$ cat config.mk
export PLATFORM = sky130hd
export DESIGN_NAME = id_rm_issue_flat
export DESIGN_NICKNAME = d
export VERILOG_FILES = /design/src/rtl/id_rm_issue_pkg.sv /design/src/rtl/id_rm_issue_if.sv /design/src/rtl/id_rm_issue_scoreboard.sv /design/src/rtl/id_rm_issue.sv /design/src/flat_wrapper.sv
export SDC_FILE = /design/constraint.sdc
export NUM_CORES = 1
export LEC_CHECK = 0
export CAP_MARGIN = 25
export CORE_MARGIN = 2
export CORE_UTILIZATION = 42
export DETAILED_ROUTE_END_ITERATION = 8
export PLACE_DENSITY = 0.81
export REMOVE_ABC_BUFFERS = 1
export SYNTH_ARGS = -nofsm -noshare
export SYNTH_HDL_FRONTEND = slang
export SYNTH_SLANG_ARGS = --single-unit
$ cat constraint.sdc
create_clock -name clk -period 1.8 [get_ports clk]
set_input_delay 0.18 -clock clk [delete_from_list [all_inputs] [get_ports clk]]
set_output_delay 0.18 -clock clk [all_outputs]
set_load 0.01 [all_outputs]
$ cat src/rtl/id_rm_issue_pkg.sv
// Shared decode constants and helpers for the R/M-type decode-and-issue stage.
package id_rm_issue_pkg;

  localparam logic [6:0] OPC_OP     = 7'b0110011;
  localparam logic [6:0] F7_BASE    = 7'b0000000;
  localparam logic [6:0] F7_ALT     = 7'b0100000;
  localparam logic [6:0] F7_MULDIV  = 7'b0000001;
  localparam logic [2:0] F3_ADD_SUB = 3'b000;
  localparam logic [2:0] F3_SR      = 3'b101;
  localparam int         ZERO_REG   = 0;
  localparam logic       READ_EN    = 1'b1;
  localparam logic       WRITE_EN   = 1'b1;

  typedef enum logic [1:0] {
    F7_CLASS_BASE,
    F7_CLASS_ALT,
    F7_CLASS_M,
    F7_CLASS_BAD
  } f7_class_e;

  // The alternate encoding (sub/sra) exists only for funct3 000 and 101.
  function automatic f7_class_e classify_f7(input logic [6:0] f7, input logic [2:0] f3,
                                            input logic m_en);
    if (f7 == F7_BASE) return F7_CLASS_BASE;
    if (f7 == F7_ALT && (f3 == F3_ADD_SUB || f3 == F3_SR)) return F7_CLASS_ALT;
    if (f7 == F7_MULDIV && m_en) return F7_CLASS_M;
    return F7_CLASS_BAD;
  endfunction

  function automatic logic [4:0] make_alu_op(input logic is_m, input logic f7_b5,
                                             input logic [2:0] f3);
    return {is_m, f7_b5, f3};
  endfunction

endpackage

$ cat src/rtl/id_rm_issue_if.sv
// Dispatch, register-file read, EX issue and write-back signals of the issue stage.
interface id_rm_issue_if #(
    parameter int DATA_W  = 32,
    parameter int RADDR_W = 5,
    parameter int INST_W  = 32
);
    logic               flush_i;
    logic               in_valid_i;
    logic               in_ready_o;
    logic [INST_W-1:0]  inst_i;
    logic [RADDR_W-1:0] reg1_raddr_o;
    logic [RADDR_W-1:0] reg2_raddr_o;
    logic               reg1_re_o;
    logic               reg2_re_o;
    logic [DATA_W-1:0]  reg1_rdata_i;
    logic [DATA_W-1:0]  reg2_rdata_i;
    logic               out_valid_o;
    logic               out_ready_i;
    logic [DATA_W-1:0]  op1_o;
    logic [DATA_W-1:0]  op2_o;
    logic               reg_we_o;
    logic [RADDR_W-1:0] reg_waddr_o;
    logic [4:0]         alu_op_o;
    logic               is_muldiv_o;
    logic               illegal_o;
    logic               wb_valid_i;
    logic [RADDR_W-1:0] wb_waddr_i;

    modport master (
        input  flush_i, in_valid_i, inst_i, reg1_rdata_i, reg2_rdata_i,
               out_ready_i, wb_valid_i, wb_waddr_i,
        output in_ready_o, reg1_raddr_o, reg2_raddr_o, reg1_re_o, reg2_re_o,
               out_valid_o, op1_o, op2_o, reg_we_o, reg_waddr_o, alu_op_o,
               is_muldiv_o, illegal_o
    );

    modport slave (
        output flush_i, in_valid_i, inst_i, reg1_rdata_i, reg2_rdata_i,
               out_ready_i, wb_valid_i, wb_waddr_i,
        input  in_ready_o, reg1_raddr_o, reg2_raddr_o, reg1_re_o, reg2_re_o,
               out_valid_o, op1_o, op2_o, reg_we_o, reg_waddr_o, alu_op_o,
               is_muldiv_o, illegal_o
    );
endinterface

$ cat src/rtl/id_rm_issue_scoreboard.sv
// Busy-bit scoreboard for in-flight MUL/DIV destinations (only built with ID_M_EXT_EN).
module id_scoreboard #(
    parameter int RADDR_W = 5
) (
    input  logic               clk,
    input  logic               rst_n,
    input  logic               set_en,
    input  logic [RADDR_W-1:0] set_addr,
    input  logic               clr_en,
    input  logic [RADDR_W-1:0] clr_addr,
    input  logic [RADDR_W-1:0] rs1,
    input  logic [RADDR_W-1:0] rs2,
    input  logic [RADDR_W-1:0] rd,
    output logic               hazard
);
    localparam int DEPTH = 2 ** RADDR_W;

    logic [DEPTH-1:0] busy_q;
    logic [DEPTH-1:0] busy_d;

    always_comb begin
        // NOTE: busy_d takes its default before any conditional update, so no latch is inferred.
        busy_d = busy_q;
        if (clr_en) busy_d[clr_addr] = 1'b0;
        if (set_en) busy_d[set_addr] = 1'b1;
        busy_d[0] = 1'b0;
    end

    always_ff @(posedge clk or negedge rst_n) begin
        // NOTE: the busy vector is control state, not data storage, so it must reset to all-free.
        if (!rst_n) busy_q <= '0;
        else        busy_q <= busy_d;
    end

    // Only the registered vector is consulted: a write-back frees its register one cycle later.
    assign hazard = (rs1 != '0 && busy_q[rs1]) ||
                    (rs2 != '0 && busy_q[rs2]) ||
                    (rd  != '0 && busy_q[rd]);
endmodule

$ cat src/rtl/id_rm_issue.sv
// Registered R/M-type decode-and-issue stage with a one-entry output register.
// Build option ID_M_EXT_EN enables the M extension and its hazard scoreboard.
module id_rm_issue
    import id_rm_issue_pkg::*;
#(
    parameter int DATA_W  = 32,
    parameter int RADDR_W = 5,
    parameter int INST_W  = 32
) (
    input logic           clk,
    input logic           rst_n,
    id_rm_issue_if.master bus
);
`ifdef ID_M_EXT_EN
    localparam logic M_EN = 1'b1;
`else
    localparam logic M_EN = 1'b0;
`endif

    logic [INST_W-1:0]  inst;
    logic [6:0]         opcode;
    logic [6:0]         f7;
    logic [2:0]         f3;
    logic [RADDR_W-1:0] rd, rs1, rs2;
    f7_class_e          f7_class;
    logic               is_op, is_m, legal, hazard, in_ready, load, sb_set;

    logic               out_valid_q, reg_we_q, is_muldiv_q, illegal_q;
    logic [DATA_W-1:0]  op1_q, op2_q;
    logic [RADDR_W-1:0] reg_waddr_q;
    logic [4:0]         alu_op_q;

    assign inst   = bus.inst_i;
    assign opcode = inst[6:0];
    assign rd     = inst[7 +: RADDR_W];
    assign f3     = inst[14:12];
    assign rs1    = inst[15 +: RADDR_W];
    assign rs2    = inst[20 +: RADDR_W];
    assign f7     = inst[31:25];

    always_comb begin
        is_op    = (opcode == OPC_OP);
        f7_class = classify_f7(f7, f3, M_EN);
        is_m     = (f7_class == F7_CLASS_M);
        legal    = (f7_class != F7_CLASS_BAD);
    end

`ifdef ID_M_EXT_EN
    assign sb_set = load && legal && is_m && (rd != RADDR_W'(ZERO_REG));

    id_scoreboard #(.RADDR_W(RADDR_W)) u_scoreboard (
        .clk      (clk),
        .rst_n    (rst_n),
        .set_en   (sb_set),
        .set_addr (rd),
        .clr_en   (bus.wb_valid_i),
        .clr_addr (bus.wb_waddr_i),
        .rs1      (rs1),
        .rs2      (rs2),
        .rd       (rd),
        .hazard   (hazard)
    );
`else
    logic unused_wb;
    assign sb_set    = 1'b0;
    assign hazard    = 1'b0;
    assign unused_wb = ^{bus.wb_valid_i, bus.wb_waddr_i, sb_set};
`endif

    // Flush wins over a same-cycle accept; non-OP opcodes are consumed without loading.
    assign in_ready = !bus.flush_i && (!out_valid_q || bus.out_ready_i) && !(is_op && hazard);
    assign load     = bus.in_valid_i && in_ready && is_op;

    assign bus.in_ready_o   = in_ready;
    assign bus.reg1_re_o    = (bus.in_valid_i && is_op) ? READ_EN : !READ_EN;
    assign bus.reg2_re_o    = (bus.in_valid_i && is_op) ? READ_EN : !READ_EN;
    assign bus.reg1_raddr_o = (bus.in_valid_i && is_op) ? rs1 : '0;
    assign bus.reg2_raddr_o = (bus.in_valid_i && is_op) ? rs2 : '0;

    always_ff @(posedge clk or negedge rst_n) begin
        // NOTE: non-blocking assignments everywhere here so every flop samples pre-edge values.
        if (!rst_n) begin
            out_valid_q <= 1'b0;
            op1_q       <= '0;
            op2_q       <= '0;
            reg_we_q    <= 1'b0;
            reg_waddr_q <= '0;
            alu_op_q    <= '0;
            is_muldiv_q <= 1'b0;
            illegal_q   <= 1'b0;
        end else if (bus.flush_i) begin
            out_valid_q <= 1'b0;
        end else if (load) begin
            out_valid_q <= 1'b1;
            reg_waddr_q <= rd;
            alu_op_q    <= make_alu_op(is_m, f7[5], f3);
            illegal_q   <= !legal;
            is_muldiv_q <= legal && is_m;
            reg_we_q    <= legal && (rd != RADDR_W'(ZERO_REG)) ? WRITE_EN : !WRITE_EN;
            op1_q       <= legal ? bus.reg1_rdata_i : '0;
            op2_q       <= legal ? bus.reg2_rdata_i : '0;
        end else if (bus.out_ready_i) begin
            out_valid_q <= 1'b0;
        end
    end

    assign bus.out_valid_o = out_valid_q;
    assign bus.op1_o       = op1_q;
    assign bus.op2_o       = op2_q;
    assign bus.reg_we_o    = reg_we_q;
    assign bus.reg_waddr_o = reg_waddr_q;
    assign bus.alu_op_o    = alu_op_q;
    assign bus.is_muldiv_o = is_muldiv_q;
    assign bus.illegal_o   = illegal_q;
endmodule

$ cat src/flat_wrapper.sv
// flat-port wrapper written by rule: the top's interface ports become plain ports
module id_rm_issue_flat import id_rm_issue_pkg::*;
#(
    parameter int DATA_W  = 32,
    parameter int RADDR_W = 5,
    parameter int INST_W  = 32
)
  (clk, rst_n, bus_flush_i, bus_in_valid_i, bus_inst_i, bus_reg1_rdata_i, bus_reg2_rdata_i, bus_out_ready_i, bus_wb_valid_i, bus_wb_waddr_i, bus_in_ready_o, bus_reg1_raddr_o, bus_reg2_raddr_o, bus_reg1_re_o, bus_reg2_re_o, bus_out_valid_o, bus_op1_o, bus_op2_o, bus_reg_we_o, bus_reg_waddr_o, bus_alu_op_o, bus_is_muldiv_o, bus_illegal_o);
  id_rm_issue_if #(.DATA_W(DATA_W), .RADDR_W(RADDR_W), .INST_W(INST_W)) bus_i ();
  input logic clk;
  input logic rst_n;
  input wire logic [$bits(bus_i.flush_i)-1:0] bus_flush_i;
  input wire logic [$bits(bus_i.in_valid_i)-1:0] bus_in_valid_i;
  input wire logic [$bits(bus_i.inst_i)-1:0] bus_inst_i;
  input wire logic [$bits(bus_i.reg1_rdata_i)-1:0] bus_reg1_rdata_i;
  input wire logic [$bits(bus_i.reg2_rdata_i)-1:0] bus_reg2_rdata_i;
  input wire logic [$bits(bus_i.out_ready_i)-1:0] bus_out_ready_i;
  input wire logic [$bits(bus_i.wb_valid_i)-1:0] bus_wb_valid_i;
  input wire logic [$bits(bus_i.wb_waddr_i)-1:0] bus_wb_waddr_i;
  output wire logic [$bits(bus_i.in_ready_o)-1:0] bus_in_ready_o;
  output wire logic [$bits(bus_i.reg1_raddr_o)-1:0] bus_reg1_raddr_o;
  output wire logic [$bits(bus_i.reg2_raddr_o)-1:0] bus_reg2_raddr_o;
  output wire logic [$bits(bus_i.reg1_re_o)-1:0] bus_reg1_re_o;
  output wire logic [$bits(bus_i.reg2_re_o)-1:0] bus_reg2_re_o;
  output wire logic [$bits(bus_i.out_valid_o)-1:0] bus_out_valid_o;
  output wire logic [$bits(bus_i.op1_o)-1:0] bus_op1_o;
  output wire logic [$bits(bus_i.op2_o)-1:0] bus_op2_o;
  output wire logic [$bits(bus_i.reg_we_o)-1:0] bus_reg_we_o;
  output wire logic [$bits(bus_i.reg_waddr_o)-1:0] bus_reg_waddr_o;
  output wire logic [$bits(bus_i.alu_op_o)-1:0] bus_alu_op_o;
  output wire logic [$bits(bus_i.is_muldiv_o)-1:0] bus_is_muldiv_o;
  output wire logic [$bits(bus_i.illegal_o)-1:0] bus_illegal_o;
  assign bus_i.flush_i = bus_flush_i;
  assign bus_i.in_valid_i = bus_in_valid_i;
  assign bus_i.inst_i = bus_inst_i;
  assign bus_i.reg1_rdata_i = bus_reg1_rdata_i;
  assign bus_i.reg2_rdata_i = bus_reg2_rdata_i;
  assign bus_i.out_ready_i = bus_out_ready_i;
  assign bus_i.wb_valid_i = bus_wb_valid_i;
  assign bus_i.wb_waddr_i = bus_wb_waddr_i;
  assign bus_in_ready_o = bus_i.in_ready_o;
  assign bus_reg1_raddr_o = bus_i.reg1_raddr_o;
  assign bus_reg2_raddr_o = bus_i.reg2_raddr_o;
  assign bus_reg1_re_o = bus_i.reg1_re_o;
  assign bus_reg2_re_o = bus_i.reg2_re_o;
  assign bus_out_valid_o = bus_i.out_valid_o;
  assign bus_op1_o = bus_i.op1_o;
  assign bus_op2_o = bus_i.op2_o;
  assign bus_reg_we_o = bus_i.reg_we_o;
  assign bus_reg_waddr_o = bus_i.reg_waddr_o;
  assign bus_alu_op_o = bus_i.alu_op_o;
  assign bus_is_muldiv_o = bus_i.is_muldiv_o;
  assign bus_illegal_o = bus_i.illegal_o;
  id_rm_issue #(.DATA_W(DATA_W), .RADDR_W(RADDR_W), .INST_W(INST_W)) u_core (.clk(clk), .rst_n(rst_n), .bus(bus_i));
endmodule
==> metrics.yaml <==
worst_setup_path:
  cp_max_fo: 34
  r2r-end: "u_core.bus.op1_o[15]"
  arrival_ns: 1.93
  crit_end: "u_core.bus.op1_o[15]"
  critPathLaunch: "bus_inst_i[4]"
  start_kind: "input pin"
  r2r_cells: 4
  reg2reg_from: "u_core.bus.out_valid_o"
  critPathRequiredTime_ns: 2.03
  reg2reg_slack_ns: 0.34
  critPathCaptureType: "flip-flop"
  critPathKind: "input pin to flip-flop"
min_path:
  hold_path.class: "input pin to asynchronous set/reset pin"
power:
  p_comb_frac: 0.142
  p_clk_frac: 0.379
  p_sw_frac: 0.241
  leakage_uw: 0.00248
  seqPwrFrac: 0.479
  ir_worst_vdd_uv: 377
  p_int_uw: 2770
  p_per_area_mw_per_mm2: 558
  power_uw: 3650
  p_switching_uw: 880
clocking:
  htreeDepth: 3
  numCtsBuffers: 9
  numClockSinks: 77
  path_clk_slew_ns: 0.08
  clockBufferDepth: 2
  clock_latency_ns: 0.34
  cts_tree: "done"
  root_buffer: "clkbuf_8"
status:
  status: "finished, final reports clean"
detailed_routing:
  wire_per_inst_um: 18.9
  dr.pass1.iters: 4
  vias_per_cell: 5.84
  drc: 0
  vias: 3964
  ant_nets: 0
  drt_wl_total_um: 12800
  drt-initial-drc-count: 242
layout:
  seq_area_mm2: 0.00193
  drive_above_1_share: 0.168
  syn_to_final_growth_pct: 53.5
  fill_cells: 801
  finalNonFillerCells: 679
  fin_area_mm2: 0.00654
  diodes: 0
  fin_util: 0.666
  multi_input_area_mm2: 0.00205
  nNetsFinal: 648
sta:
  drv_slew: 0
  relSlewSlack: 0.640
  post-route-min-period_ns: 1.70
  rsz0062_at_grt: "no"
  fmax_mhz: 588
  finalSetupViolCount: 0
  tightest_slew_ns: 0.540
  worst_hold_slack_ns: 0.217
  finalHoldViolations: 0
  fin_skew_ns: 0.00685
  fin_crit_sh: 0.945
floorplan:
  die_h_um: 105
  row_count: 36
  die_area_mm2: 0.0110
  io_pins: 198
  fp.dieW_um: 105
  start_util: 0.434
  coreArea_mm2: 0.00982
global_routing:
  grt_start_max_net_pins: 66
  met2_usage: 0.401
  grt_util_met3: 0.0536
  antenna_found_initial: 0
  grt.busiest_layer: "met2"
  grt_pass1_wl_um: 21500
  track_usage: 0.239
  grt_pass1_vias: 4090
  grt_overflow_total: 0
  grtUsageMet1: 0.316
job:
  cap_violations: 0
place:
  gp_congestion: 0.795
  post_dp_cell_area_mm2: 0.00632
  port_buffers: 191
  hpwl_um: 8910
  dpl.cell_count: 661
logic_synthesis:
  synth.top_cell.area_share: 0.452
  syn_area_mm2: 0.00426
  yosysWarnings: 0
  ys_top_cells_by_area: "dfrtp_1 (45%), o41ai_2 (15%), o31ai_1 (11%)"
  ys_seq_area_frac: 0.452
  synth_top_area_cell: "dfrtp_1"
  synth_seq_cells: 77
  syn_area_per_cell_um2: 11.5
  synth_cells: 372
  synth.distinct_cells: 29
critical path, stage by stage:
cell and delay, ns:
clkdlybuf4s50_1 0.53, and4bb_4 0.31, buf_4 0.14, nand4_4 0.14
buf_4 0.29, o31ai_1 0.32
metrics by stage:
stage                     setup TNS [ns]  worst slack [ns]
after global routing                   0           0.00321
after CTS                              0            0.0501
after detailed placement          -12.65            -0.217
after floorplan                  -159.36             -2.44
after global placement             -8.22            -0.160
final                                  0            0.0985
cell type report:
cell class	instances	share of cell area
clock inverter	3	0.00650
multi-input combinational	233	0.314
inverter	1	0.000574
clock buffer	13	0.0258
tap	133	0.0254
sequential	77	0.295
timing repair buffer	219	0.333
kinds of logic after synthesis:
logic type                count (synthesis)  share of synthesized area
AOI/OAI and AO/OA                       134                      0.327
xor gates and xnor gates                  1                    0.00206
buffers and inverters                    62                     0.0790
DFF                                      77                      0.452
muxes                                     9                     0.0238
and+or+nand+nor                          89                      0.116
registers in the layout, summed over array words and instances, names as in the netlist:
signal and count:
u_core.bus.reg_waddr_o 5, u_core.bus.op2_o 32, u_core.bus.is_muldiv_o 1, u_core.bus.illegal_o 1
u_core.bus.op1_o 32, u_core.bus.reg_we_o 1, u_core.bus.alu_op_o 4, u_core.bus.out_valid_o 1
layout by cell type, fill, tap and decap left out, types with 2 or more instances in the layout:
cell type	count
buf_4	22
nand3_1	64
and3_1	10
o31ai_1	64
dfrtp_1	77
clkbuf_8	12
o41ai_2	40
mux2_1	9
dlygate4sd2_1	12
buf_12	6
nor2_1	2
clkdlybuf4s50_1	176
o41ai_1	26
Yosys cell counts:
| master | count |
|---|---|
| nand3_1 | 64 |
| nor2_1 | 4 |
| nand4b_1 | 1 |
| and3_1 | 10 |
| buf_6 | 9 |
| and2_1 | 1 |
| o41ai_1 | 26 |
| nor2b_1 | 1 |
| and4b_1 | 1 |
| dfrtp_1 | 77 |
| buf_2 | 20 |
| buf_4 | 3 |
| nand2_1 | 1 |
| xor2_1 | 1 |
| nand4_2 | 1 |
| or4_1 | 1 |
| o31a_1 | 1 |
| inv_1 | 1 |
| o31ai_1 | 64 |
| mux2_1 | 9 |
| nand4bb_1 | 1 |
| a41o_1 | 1 |
| and4bb_2 | 1 |
| o21a_1 | 2 |
| nand2b_1 | 1 |
| nor4_2 | 1 |
| o41ai_2 | 40 |
| buf_1 | 2 |
| clkbuf_1 | 27 |
power by group through the flow:
stage / clock (µW) / sequential [µW] / combinational [µW]
after floorplan: 0 / 1790 / 101
after global placement: 0 / 1780 / 508
after detailed placement: 0 / 1780 / 515
after CTS: 1410 / 1750 / 521
after global routing: 1480 / 1750 / 560
final: 1380 / 1750 / 519
routing by layer:
layer	share of wire	up-vias	wire length [µm]
li1	-	1831	-
met1	0.41	1931	5220
met2	0.51	191	6530
met3	0.077	11	994
met4	0.0076	0	97
met5	0	-	0
worst min-delay path by stage:
stage,to,cells past startpoint
CTS,u_core.bus.alu_op_o[2],2
detailed placement,u_core.bus.alu_op_o[1],1
global placement,u_core.bus.alu_op_o[0],1
finish,u_core.bus.alu_op_o[0],2
global route,u_core.bus.alu_op_o[2],2
floorplan,u_core.bus.alu_op_o[0],0
timing repair:
action | CTS | global route
pin swaps | 1 | 0
hold endpoints to repair | 46 | 0
gates resized for setup | 14 | 1
setup endpoints to repair | 12 | 1
setup buffers | 1 | 0
gates cloned | 0 | 0
hold buffers | 1 | 0
Note: power is estimated with default switching activity, not from simulation.
